$ cat src/rtl/link_mon_pkg.sv
// -----------------------------------------------------------------------------
// link_mon_pkg
// Shared definitions for the Aurora link monitor:
//   - link_state_t : per-lane monitor state
//   - RETRY_W      : width of the per-lane consecutive-request counter
//   - *_DEF        : default parameter values (100 MHz timing)
//   - retry_inc()  : saturating increment of the request counter
// -----------------------------------------------------------------------------
package link_mon_pkg;

    typedef enum logic [2:0] {
        WAIT_UP = 3'd0,
        UP      = 3'd1,
        LOSS    = 3'd2,
        REQ     = 3'd3,
        FAILED  = 3'd4
    } link_state_t;

    localparam int RETRY_W = 4;

    localparam int LANE_NUM_DEF   = 4;
    localparam int UP_TIMEOUT_DEF = 100000;  // 1 ms at 100 MHz
    localparam int DEBOUNCE_DEF   = 16;
    localparam int RST_PULSE_DEF  = 128;
    localparam int MAX_RETRY_DEF  = 7;

    // Counts requests without wrapping, so a lane that keeps failing reads 15.
    function automatic logic [RETRY_W-1:0] retry_inc(input logic [RETRY_W-1:0] cnt);
        return (cnt == {RETRY_W{1'b1}}) ? cnt : cnt + 1'b1;
    endfunction

endpackage : link_mon_pkg

$ cat src/rtl/lane_link_fsm.sv
// -----------------------------------------------------------------------------
// lane_link_fsm
// Monitor for one Aurora lane: 2-flop synchronizer on channel_up, debounce,
// bring-up timeout and fixed-width reset request generation.
//
// Ports:
//   clk        : clock (clk_100m domain)
//   rst        : synchronous active-high reset
//   mon_en     : monitoring enable; low parks the lane in WAIT_UP
//   channel_up : asynchronous lane status from the Aurora core
//   rst_req    : registered reset request to the lane
//   lane_up    : lane is in UP or LOSS
//   lane_fail  : lane is in FAILED (tied 0 unless LINK_MON_RETRY_LIMIT_EN)
//   retry_cnt  : consecutive requests issued, saturating at 15
//
// Build option: LINK_MON_RETRY_LIMIT_EN enables the FAILED state after
// MAX_RETRY consecutive requests; without it the lane retries forever.
// -----------------------------------------------------------------------------
module lane_link_fsm
    import link_mon_pkg::*;
#(
    parameter int UP_TIMEOUT = UP_TIMEOUT_DEF,
    parameter int DEBOUNCE   = DEBOUNCE_DEF,
    parameter int RST_PULSE  = RST_PULSE_DEF,
    parameter int MAX_RETRY  = MAX_RETRY_DEF
) (
    input  logic               clk,
    input  logic               rst,
    input  logic               mon_en,
    input  logic               channel_up,
    output logic               rst_req,
    output logic               lane_up,
    output logic               lane_fail,
    output logic [RETRY_W-1:0] retry_cnt
);

    localparam int TMR_W  = $clog2(UP_TIMEOUT + 1);
    localparam int DEB_W  = $clog2(DEBOUNCE + 1);
    localparam int PCNT_W = $clog2(RST_PULSE + 1);

    localparam logic [TMR_W-1:0]  TMR_LAST  = TMR_W'(UP_TIMEOUT - 1);
    localparam logic [DEB_W-1:0]  DEB_LAST  = DEB_W'(DEBOUNCE - 1);
    // REQ lasts RST_PULSE+1 cycles: RST_PULSE with the request high, then one
    // idle cycle before WAIT_UP so back-to-back requests are clearly separated.
    localparam logic [PCNT_W-1:0] PCNT_LAST = PCNT_W'(RST_PULSE);

`ifdef LINK_MON_RETRY_LIMIT_EN
    localparam bit LIMIT_EN = 1'b1;
`else
    localparam bit LIMIT_EN = 1'b0;
`endif

    logic [1:0]         sync_q;
    logic               up_s;
    link_state_t        state, state_nxt;
    logic [TMR_W-1:0]   tmr, tmr_nxt;
    logic [DEB_W-1:0]   deb, deb_nxt;
    logic [PCNT_W-1:0]  pcnt, pcnt_nxt;
    logic [RETRY_W-1:0] retry_nxt;
    logic               at_limit;

    assign up_s     = sync_q[1];
    assign at_limit = LIMIT_EN && (retry_cnt == RETRY_W'(MAX_RETRY));
    assign lane_up  = (state == UP) || (state == LOSS);

`ifdef LINK_MON_RETRY_LIMIT_EN
    assign lane_fail = (state == FAILED);
`else
    assign lane_fail = 1'b0;
`endif

    // NOTE: every signal written here gets a default first so no path leaves
    // it unassigned, which would otherwise infer a latch.
    always_comb begin
        state_nxt = state;
        tmr_nxt   = tmr;
        deb_nxt   = deb;
        pcnt_nxt  = pcnt;
        retry_nxt = retry_cnt;

        if (!mon_en) begin
            // Park in WAIT_UP with timers cleared; the request count survives
            // so the history is still visible once monitoring resumes.
            state_nxt = (state == FAILED) ? FAILED : WAIT_UP;
            tmr_nxt   = '0;
            deb_nxt   = '0;
            pcnt_nxt  = '0;
        end else begin
            case (state)
                WAIT_UP: begin
                    // A debounced rise takes priority over a coincident timeout.
                    if (up_s && (deb == DEB_LAST)) begin
                        state_nxt = UP;
                        tmr_nxt   = '0;
                        deb_nxt   = '0;
                        retry_nxt = '0;
                    end else if (tmr == TMR_LAST) begin
                        state_nxt = REQ;
                        tmr_nxt   = '0;
                        deb_nxt   = '0;
                        pcnt_nxt  = '0;
                        retry_nxt = retry_inc(retry_cnt);
                    end else begin
                        tmr_nxt = tmr + 1'b1;
                        deb_nxt = up_s ? deb + 1'b1 : '0;
                    end
                end
                UP: begin
                    if (!up_s) begin
                        state_nxt = LOSS;
                        deb_nxt   = '0;
                    end
                end
                LOSS: begin
                    if (up_s) begin
                        state_nxt = UP;
                        deb_nxt   = '0;
                    end else if (deb == DEB_LAST) begin
                        state_nxt = REQ;
                        deb_nxt   = '0;
                        pcnt_nxt  = '0;
                        retry_nxt = retry_inc(retry_cnt);
                    end else begin
                        deb_nxt = deb + 1'b1;
                    end
                end
                REQ: begin
                    if (pcnt == PCNT_LAST) begin
                        state_nxt = at_limit ? FAILED : WAIT_UP;
                        pcnt_nxt  = '0;
                        tmr_nxt   = '0;
                        deb_nxt   = '0;
                    end else begin
                        pcnt_nxt = pcnt + 1'b1;
                    end
                end
                FAILED: begin
                    state_nxt = FAILED;
                end
                default: begin
                    state_nxt = WAIT_UP;
                end
            endcase
        end
    end

    // NOTE: sequential state uses non-blocking assignments so every flop
    // samples the pre-edge values, independent of statement order.
    always_ff @(posedge clk) begin
        if (rst) begin
            sync_q    <= '0;
            state     <= WAIT_UP;
            tmr       <= '0;
            deb       <= '0;
            pcnt      <= '0;
            retry_cnt <= '0;
            rst_req   <= 1'b0;
        end else begin
            sync_q    <= {sync_q[0], channel_up};
            state     <= state_nxt;
            tmr       <= tmr_nxt;
            deb       <= deb_nxt;
            pcnt      <= pcnt_nxt;
            retry_cnt <= retry_nxt;
            // Registered from next-state so the request rises together with
            // the REQ state and skips the trailing idle cycle.
            rst_req   <= (state_nxt == REQ) && (pcnt_nxt != PCNT_LAST);
        end
    end

endmodule : lane_link_fsm

$ cat src/rtl/aurora_link_monitor.sv
// -----------------------------------------------------------------------------
// aurora_link_monitor
// Watches channel_up of each Aurora lane and requests a per-lane re-reset when
// a lane fails to come up in time or drops out. link_rst_req_o is ORed into
// the per-lane Aurora reset conditions by the reset generator.
//
// Ports:
//   clk_100m       : the only clock
//   rst_100m       : synchronous active-high reset
//   mon_en_i       : monitoring enable (synced hmc7044_config_ok)
//   channel_up_i   : per-lane asynchronous channel_up from the Aurora cores
//   link_rst_req_o : per-lane registered reset request
//   lane_up_o      : per-lane up indication (UP or LOSS)
//   all_up_o       : registered AND of lane_up_o
//   lane_fail_o    : per-lane FAILED indication
//   retry_cnt_o    : 4 bits per lane, lane i at [4*i +: 4]
//
// Build option: LINK_MON_RETRY_LIMIT_EN enables the per-lane retry limit
// (MAX_RETRY) and the FAILED state; otherwise lane_fail_o is always 0.
// -----------------------------------------------------------------------------
module aurora_link_monitor
    import link_mon_pkg::*;
#(
    parameter int LANE_NUM   = LANE_NUM_DEF,
    parameter int UP_TIMEOUT = UP_TIMEOUT_DEF,
    parameter int DEBOUNCE   = DEBOUNCE_DEF,
    parameter int RST_PULSE  = RST_PULSE_DEF,
    parameter int MAX_RETRY  = MAX_RETRY_DEF
) (
    input  logic                        clk_100m,
    input  logic                        rst_100m,
    input  logic                        mon_en_i,
    input  logic [LANE_NUM-1:0]         channel_up_i,
    output logic [LANE_NUM-1:0]         link_rst_req_o,
    output logic [LANE_NUM-1:0]         lane_up_o,
    output logic                        all_up_o,
    output logic [LANE_NUM-1:0]         lane_fail_o,
    output logic [RETRY_W*LANE_NUM-1:0] retry_cnt_o
);

    for (genvar i = 0; i < LANE_NUM; i++) begin : g_lane
        lane_link_fsm #(
            .UP_TIMEOUT (UP_TIMEOUT),
            .DEBOUNCE   (DEBOUNCE),
            .RST_PULSE  (RST_PULSE),
            .MAX_RETRY  (MAX_RETRY)
        ) u_lane (
            .clk        (clk_100m),
            .rst        (rst_100m),
            .mon_en     (mon_en_i),
            .channel_up (channel_up_i[i]),
            .rst_req    (link_rst_req_o[i]),
            .lane_up    (lane_up_o[i]),
            .lane_fail  (lane_fail_o[i]),
            .retry_cnt  (retry_cnt_o[RETRY_W*i +: RETRY_W])
        );
    end

    always_ff @(posedge clk_100m) begin
        if (rst_100m) begin
            all_up_o <= 1'b0;
        end else begin
            all_up_o <= &lane_up_o;
        end
    end

endmodule : aurora_link_monitor

$ cat config.mk
export PLATFORM = sky130hd
export DESIGN_NAME = aurora_link_monitor
export DESIGN_NICKNAME = d
export VERILOG_FILES = /design/src/rtl/link_mon_pkg.sv /design/src/rtl/lane_link_fsm.sv /design/src/rtl/aurora_link_monitor.sv
export SDC_FILE = /design/constraint.sdc
export NUM_CORES = 1
export LEC_CHECK = 0
export ABC_AREA = 1
export BUFFER_PORTS_ARGS = -buffer_cell sky130_fd_sc_hd__buf_2
export CAP_MARGIN = 20
export CORE_ASPECT_RATIO = 0.6
export CORE_MARGIN = 2
export CORE_UTILIZATION = 57
export DETAILED_ROUTE_END_ITERATION = 6
export PLACE_DENSITY = 0.77
export SLEW_MARGIN = 0
export SYNTH_ARGS = -nofsm -noshare
export SYNTH_HDL_FRONTEND = slang
export SYNTH_SLANG_ARGS = --single-unit
export TNS_END_PERCENT = 10
$ cat constraint.sdc
create_clock -name clk_100m -period 1.7 [get_ports clk_100m]
set_input_delay 0.085 -clock clk_100m [delete_from_list [all_inputs] [get_ports clk_100m]]
set_output_delay 0.085 -clock clk_100m [all_outputs]
set_load 0.005 [all_outputs]
; Word level (Yosys, flattened, before mapping)
; Cells that the tools add are included.
[word_totals]
register_bits = 161
input_bits = 7
out_inout_bits = 29
word_cells = 284
[op_classes]
add_sub_neg = 16
n_eq_ne = 60
muxes = 136
bitwise = 1
reduce_logical = 42
[op_table]
columns = op, n
row1 = two-way mux 17 bit, 12
row2 = two-way mux 8 bit, 24
row3 = two-way mux 5 bit, 28
row4 = one-hot mux 17 bit (2 select lines), 4
row5 = two-way mux 3 bit, 32
row6 = one-hot mux 8 bit (3 select lines), 4
row7 = two-way mux 4 bit, 20
row8 = one-hot mux 5 bit (4 select lines), 4
row9 = adder 17 x 1 -> 17 bit (second input constant), 4
row10 = equality test 17 bit (second input constant), 4
row11 = one-hot mux 3 bit (5 select lines), 4
row12 = equality test 3 x 2 -> 1 bit (second input constant), 12
row13 = adder 8 x 1 -> 8 bit (second input constant), 4
row14 = equality test 8 bit (second input constant), 4
row15 = != test 8 bit (second input constant), 4
row16 = one-hot mux 4 bit (2 select lines), 4
row17 = != test 2 bit (second input constant), 12
row18 = adder 5 x 1 -> 5 bit (second input constant), 4
row19 = equality test 5 x 4 -> 1 bit (second input constant), 4
row20 = AND reduction 5 bit, 4
row21 = adder 4 x 1 -> 4 bit (second input constant), 4
row22 = equality test 4 bit (second input constant), 4
row23 = nonzero test 2 bit, 8
row24 = nonzero test 4 bit, 4
row25 = 12 further kinds, 43

; Logic depth before layout (Yosys ltp)
[logic_depth]
ltp_word = 7
depth_mapped = 15
depth_no_buf = 15

; By module
; Synthesis repeated with hierarchy kept, for this count alone.
[unflattened]
cells_unflattened = 1350
hier_area_um2 = 9243.9
[by_module_without_submodules]
columns = module, instances, cells_each, area_each_um2, seq_area_each_um2
row1 = lane_link_fsm at g_lane[0].u_lane ..., 3, 338, 2327.2, 800.8
row2 = lane_link_fsm at g_lane[3].u_lane, 1, 331, 2218.4, 800.8
row3 = aurora_link_monitor, 1, 5, 43.8, 20.0

; Worst setup path before layout
; OpenSTA, ideal clock, no wires.
[synth_path]
path_kind = reg2reg
from = register g_lane[2].u_lane.deb[1]
to = register g_lane[2].u_lane.rst_req
setup_time_ns = 0.111
arrival_ns = 1.736
required_ns = 1.589
setup_slack_ns = -0.148
stages_incl_launch_ff = 16
n_path_buf = 0
synth_period_minus_slack_ns = 1.848
cell_sequence = dfxtp_1 -> ha_1 -> inv_1 -> nor3_1 -> ha_1 -> inv_1 -> o21ai_0 -> nand2_1 -> inv_1 -> nand2_2 -> nand2_1 -> nand2_1 -> nor2_1 -> nand2_1 -> nor2_1 -> nor2_1
[synth_via]
elab_chain_cells = 7
elab_cells_between_ends = 15
classes_between = eq/ne: 3 / mux: 10 / reduce/logical: 2
[synth_lines]
columns = item, line_no
row1 = "start, declared", lane_link_fsm.sv:57  ; logic [DEB_W-1:0] deb, deb_nxt;
row2 = "start signal, assigned", lane_link_fsm.sv:162  ; deb <= deb_nxt;
row3 = equality test 5 x 4 -> 1 bit (*), "lane_link_fsm.sv:92, lane_link_fsm.sv:118"
row4 = two-way mux 8 bit (tied with other cells), lane_link_fsm.sv:118  ; end else if (deb == DEB_LAST) begin
row5 = two-way mux 8 bit (tied with other cells), lane_link_fsm.sv:115  ; if (up_s) begin
row6 = one-hot mux 8 bit (3 select lines) / one-hot mux 3 bit (5 select lines) (equally long branches), lane_link_fsm.sv:89  ; case (state)
row7 = two-way mux 8 bit / two-way mux 3 bit (equally long branches), lane_link_fsm.sv:81  ; if (!mon_en) begin
row8 = != test 8 bit / equality test 3 x 2 -> 1 bit (equally long branches), lane_link_fsm.sv:167  ; rst_req <= (state_nxt == REQ) && (pcnt_nxt != PCNT_LAST);
row9 = logical AND 1 bit (*), lane_link_fsm.sv:167
row10 = "end signal, assigned", lane_link_fsm.sv:167
row11 = "end, declared", lane_link_fsm.sv:31  ; output logic rst_req,
; Every way passes the cells marked *; elsewhere a longest branch is shown, timed or not.
; A chain may end at the register's enable or synchronous reset.

; Final worst setup path
; Ends and elaborated chain as after synthesis.

==> impl_metrics.ini <==
[run_status]
outcome = finished, violations left
failed_checks = setup timing

[synthesis]
ys_ff_latch = 161
synth_edf_count = 0
synth_area_per_cell_sq_um = 6.75
yosys.area.top_type_share = 0.343
synth_ff_type = dfxtp_1
synthesis.instances = 1392
seq_area_frac_synth = 0.343
dominant_cell_type_by_area_after_synthesis = dfxtp_1
asyncSetResetFlopFracSynth = 0
mappedNetlistArea_sq_um = 9390
synth_top_cells_by_area = dfxtp_1 34%, nand2_1 12%, nor2_1 7.9%, inv_1 6.3%, a21oi_1 5.1%
synth.yosys.warnings = 0
synth_cell_types = 56

[grt]
grt.total_usage = 0.303
grt.overflow.total = 0
number_of_antenna_violations_at_the_first_check_in_global_routing = 0
grt_max_degree = 32
grt_first_pass_wirelength_um = 43100
grt_pass1_vias = 9166

[clock_tree]
cts-htree-levels = 4
max_root_sink_buffers = 2
worstSkewPairLatency_ns = 0.44
tritoncts = done
cts_sinks = 161
clkSlewWorstSetupHoldPaths_ns = 0.07
cts-buffers-inserted = 17
cts-root-buf = clkbuf_16

[routing]
drc = 0
post_drt_via_cell_ratio = 5.59
antenna_left = 0
post_detailed_route_wirelength_per_cell_um = 15.3
via_count = 10238
wl_um = 28100
detailed_routing_iteration_count_for_the_pre_antenna_repair_pass = 6
number_of_violations_reported_at_the_end_of_detailed_routing_iteration_0 = 1147

[critical_path]
critPathArrivalTime_ns = 2.32
critical_path.startpoint_type = flip-flop
worstPathMaxFanout = 7
cp_data_required_time_ns = 2.03
sort_of_element_at_the_end_of_the_critical_path = flip-flop
crit_type = reg -> reg

[final_layout]
multi_input_area_sq_um = 6150
final_area_sq_um = 12700
layout_commonest_cell = nand2_1
nFillCells = 1036
drive_gt1_frac = 0.356
design.final.nets = 1645
most-common-layout-cells = 238 x nand2_1, 188 x buf_4, 166 x nor2_1, 137 x dfxtp_1, 135 x inv_1
area_delta_synth_final_pct = 35.5
antennaDiodeCount = 0
storage_element_area_sq_um = 3260

[pwr]
power.static_leakage_nw = 5.42
irDropWorstVdd_uv = 651
power_w = 0.00792
power.density_cell_area_nw_per_um2 = 622

[hold_path]
holdCritPathClass = in -> reg

[sta]
period_utilisation_layout = 1.17
timing.final.setup_violations = 59
tmin_final_ns = 1.99
setup_slack_ns = -0.289
finalMaxSlewViolations = 0
fmax_ghz = 0.503
rsz0062_at_grt = yes
finalHoldViolCount = 0
clock-skew-final_ns = 0.0148
fin_setup_tns_ns = -3.76

[placed_design]
dp_hpwl_um = 17500
placement.io_buffers = 31
place_ws_ns = -0.218
dpl-instance-area_sq_um = 11000
finalWeightedCongestion = 0.922

[run]
max-cap-violations = 0

[floorplanning]
placeableCoreArea_sq_um = 16200
rows = 36
die_height_um = 103
pin_count = 36
fp.dieW_um = 170
floorplan.initialDensity = 0.581
die_area_sq_um = 17600
==> kinds of logic after synthesis <==
kind of cell / Yosys count / share of synthesized area
AO/OA/AOI/OAI: 210 / 0.126
XOR/XNOR: 22 / 0.0205
adder cells (fa/ha/maj): 28 / 0.0373
buffers and inverters: 226 / 0.0983
flip-flops: 161 / 0.343
multiplexers: 4 / 0.00440
other: 1 / 0.000399
AND/OR/NAND/NOR: 740 / 0.370
==> sequential cells by signal, summed over array words and instances (netlist names) <==
signal and count:
all_up_o 1, g_lane.u_lane.deb 20, g_lane.u_lane.pcnt 32, g_lane.u_lane.retry_cnt 16, g_lane.u_lane.rst_req 4, g_lane.u_lane.state 12, g_lane.u_lane.sync_q 8, g_lane.u_lane.tmr 68
==> through the flow <==
step	hold WS (ns)	std cells	util
floorplan	0.192	1395	-
global placement	0.292	1770	0.679
detailed placement	0.302	1770	0.679
CTS	0.0634	1825	0.749
global route	0.0623	1832	0.787
finish	0.0583	1832	0.787
==> cell type report <==
| class | instances | area share |
|---|---|---|
| multi-input cells | 1008 | 0.483 |
| flip-flops and latches | 161 | 0.256 |
| repair buffers | 234 | 0.139 |
| inverters | 188 | 0.0564 |
| clock buffers | 19 | 0.0356 |
| well taps | 209 | 0.0205 |
| clock inverters | 13 | 0.00993 |
==> worst max-delay path, cell delays in order (launching register included) <==
cell and delay (ns):
dfxtp_2 0.35, ha_4 0.13, inv_2 0.04, nor3_4 0.17
ha_2 0.22, inv_2 0.05, o21ai_2 0.15, nand2_1 0.09
inv_2 0.08, nand2_4 0.10, nand2_2 0.08, nand2_1 0.07
nor2_1 0.14, nand2_1 0.07, nor2_1 0.10, nor2_1 0.04
==> where the power goes <==
group	switching [W]	total [W]	internal [W]
logic	0.000164	0.000247	0.0000830
registers	0.0000192	0.00381	0.00379
clock network	0.00175	0.00387	0.00212
total	0.00193	0.00792	0.00599
==> repair_timing <==
| item | 4_1_cts | 5_1_grt |
|---|---|---|
| hold endpoints to repair | 4 | 0 |
| resized for setup | 116 | 162 |
| pin swaps | 38 | 67 |
| hold buffers | 4 | 0 |
| buffers inserted | 19 | 9 |
| endpoints found under the setup margin | 110 | 147 |
==> worst paths after layout <==
kind / end / start / slack, ns / depth (start not counted)
setup reg to reg: g_lane[2].u_lane.rst_req$_SDFF_PP0_ / g_lane[2].u_lane.deb[1]$_SDFFE_PP0P_ / -0.29 / 15
hold / removal: g_lane[3].u_lane.state[0]$_SDFF_PP0_ / mon_en_i / 0.06 / 3
setup / recovery: g_lane[2].u_lane.rst_req$_SDFF_PP0_ / g_lane[2].u_lane.deb[1]$_SDFFE_PP0P_ / -0.29 / 15
hold reg to reg: g_lane[2].u_lane.sync_q[1]$_SDFF_PP0_ / g_lane[2].u_lane.sync_q[0]$_SDFF_PP0_ / 0.41 / 2
==> cells in the mapped netlist (all sizes together) (7+ instances only) <==
cell and count:
nor4 7, a211oi 13, nor3 61, dfxtp 161, o21ai 69, nor2 221, a21oi 96, buf 28
nand3b 7, nand3 87, ha 28, a31oi 11, nand4 27, clkbuf 10, xnor2 7, xor2 15
nand2 314, inv 186
==> metal layers <==
metal | wire [um] | track usage
met3 | 2270 | 0.0582
met2 | 12500 | 0.472
met5 | 0 | 0
met1 | 12600 | 0.426
met4 | 686 | 0.101
Power figures use the tool's default switching activity.
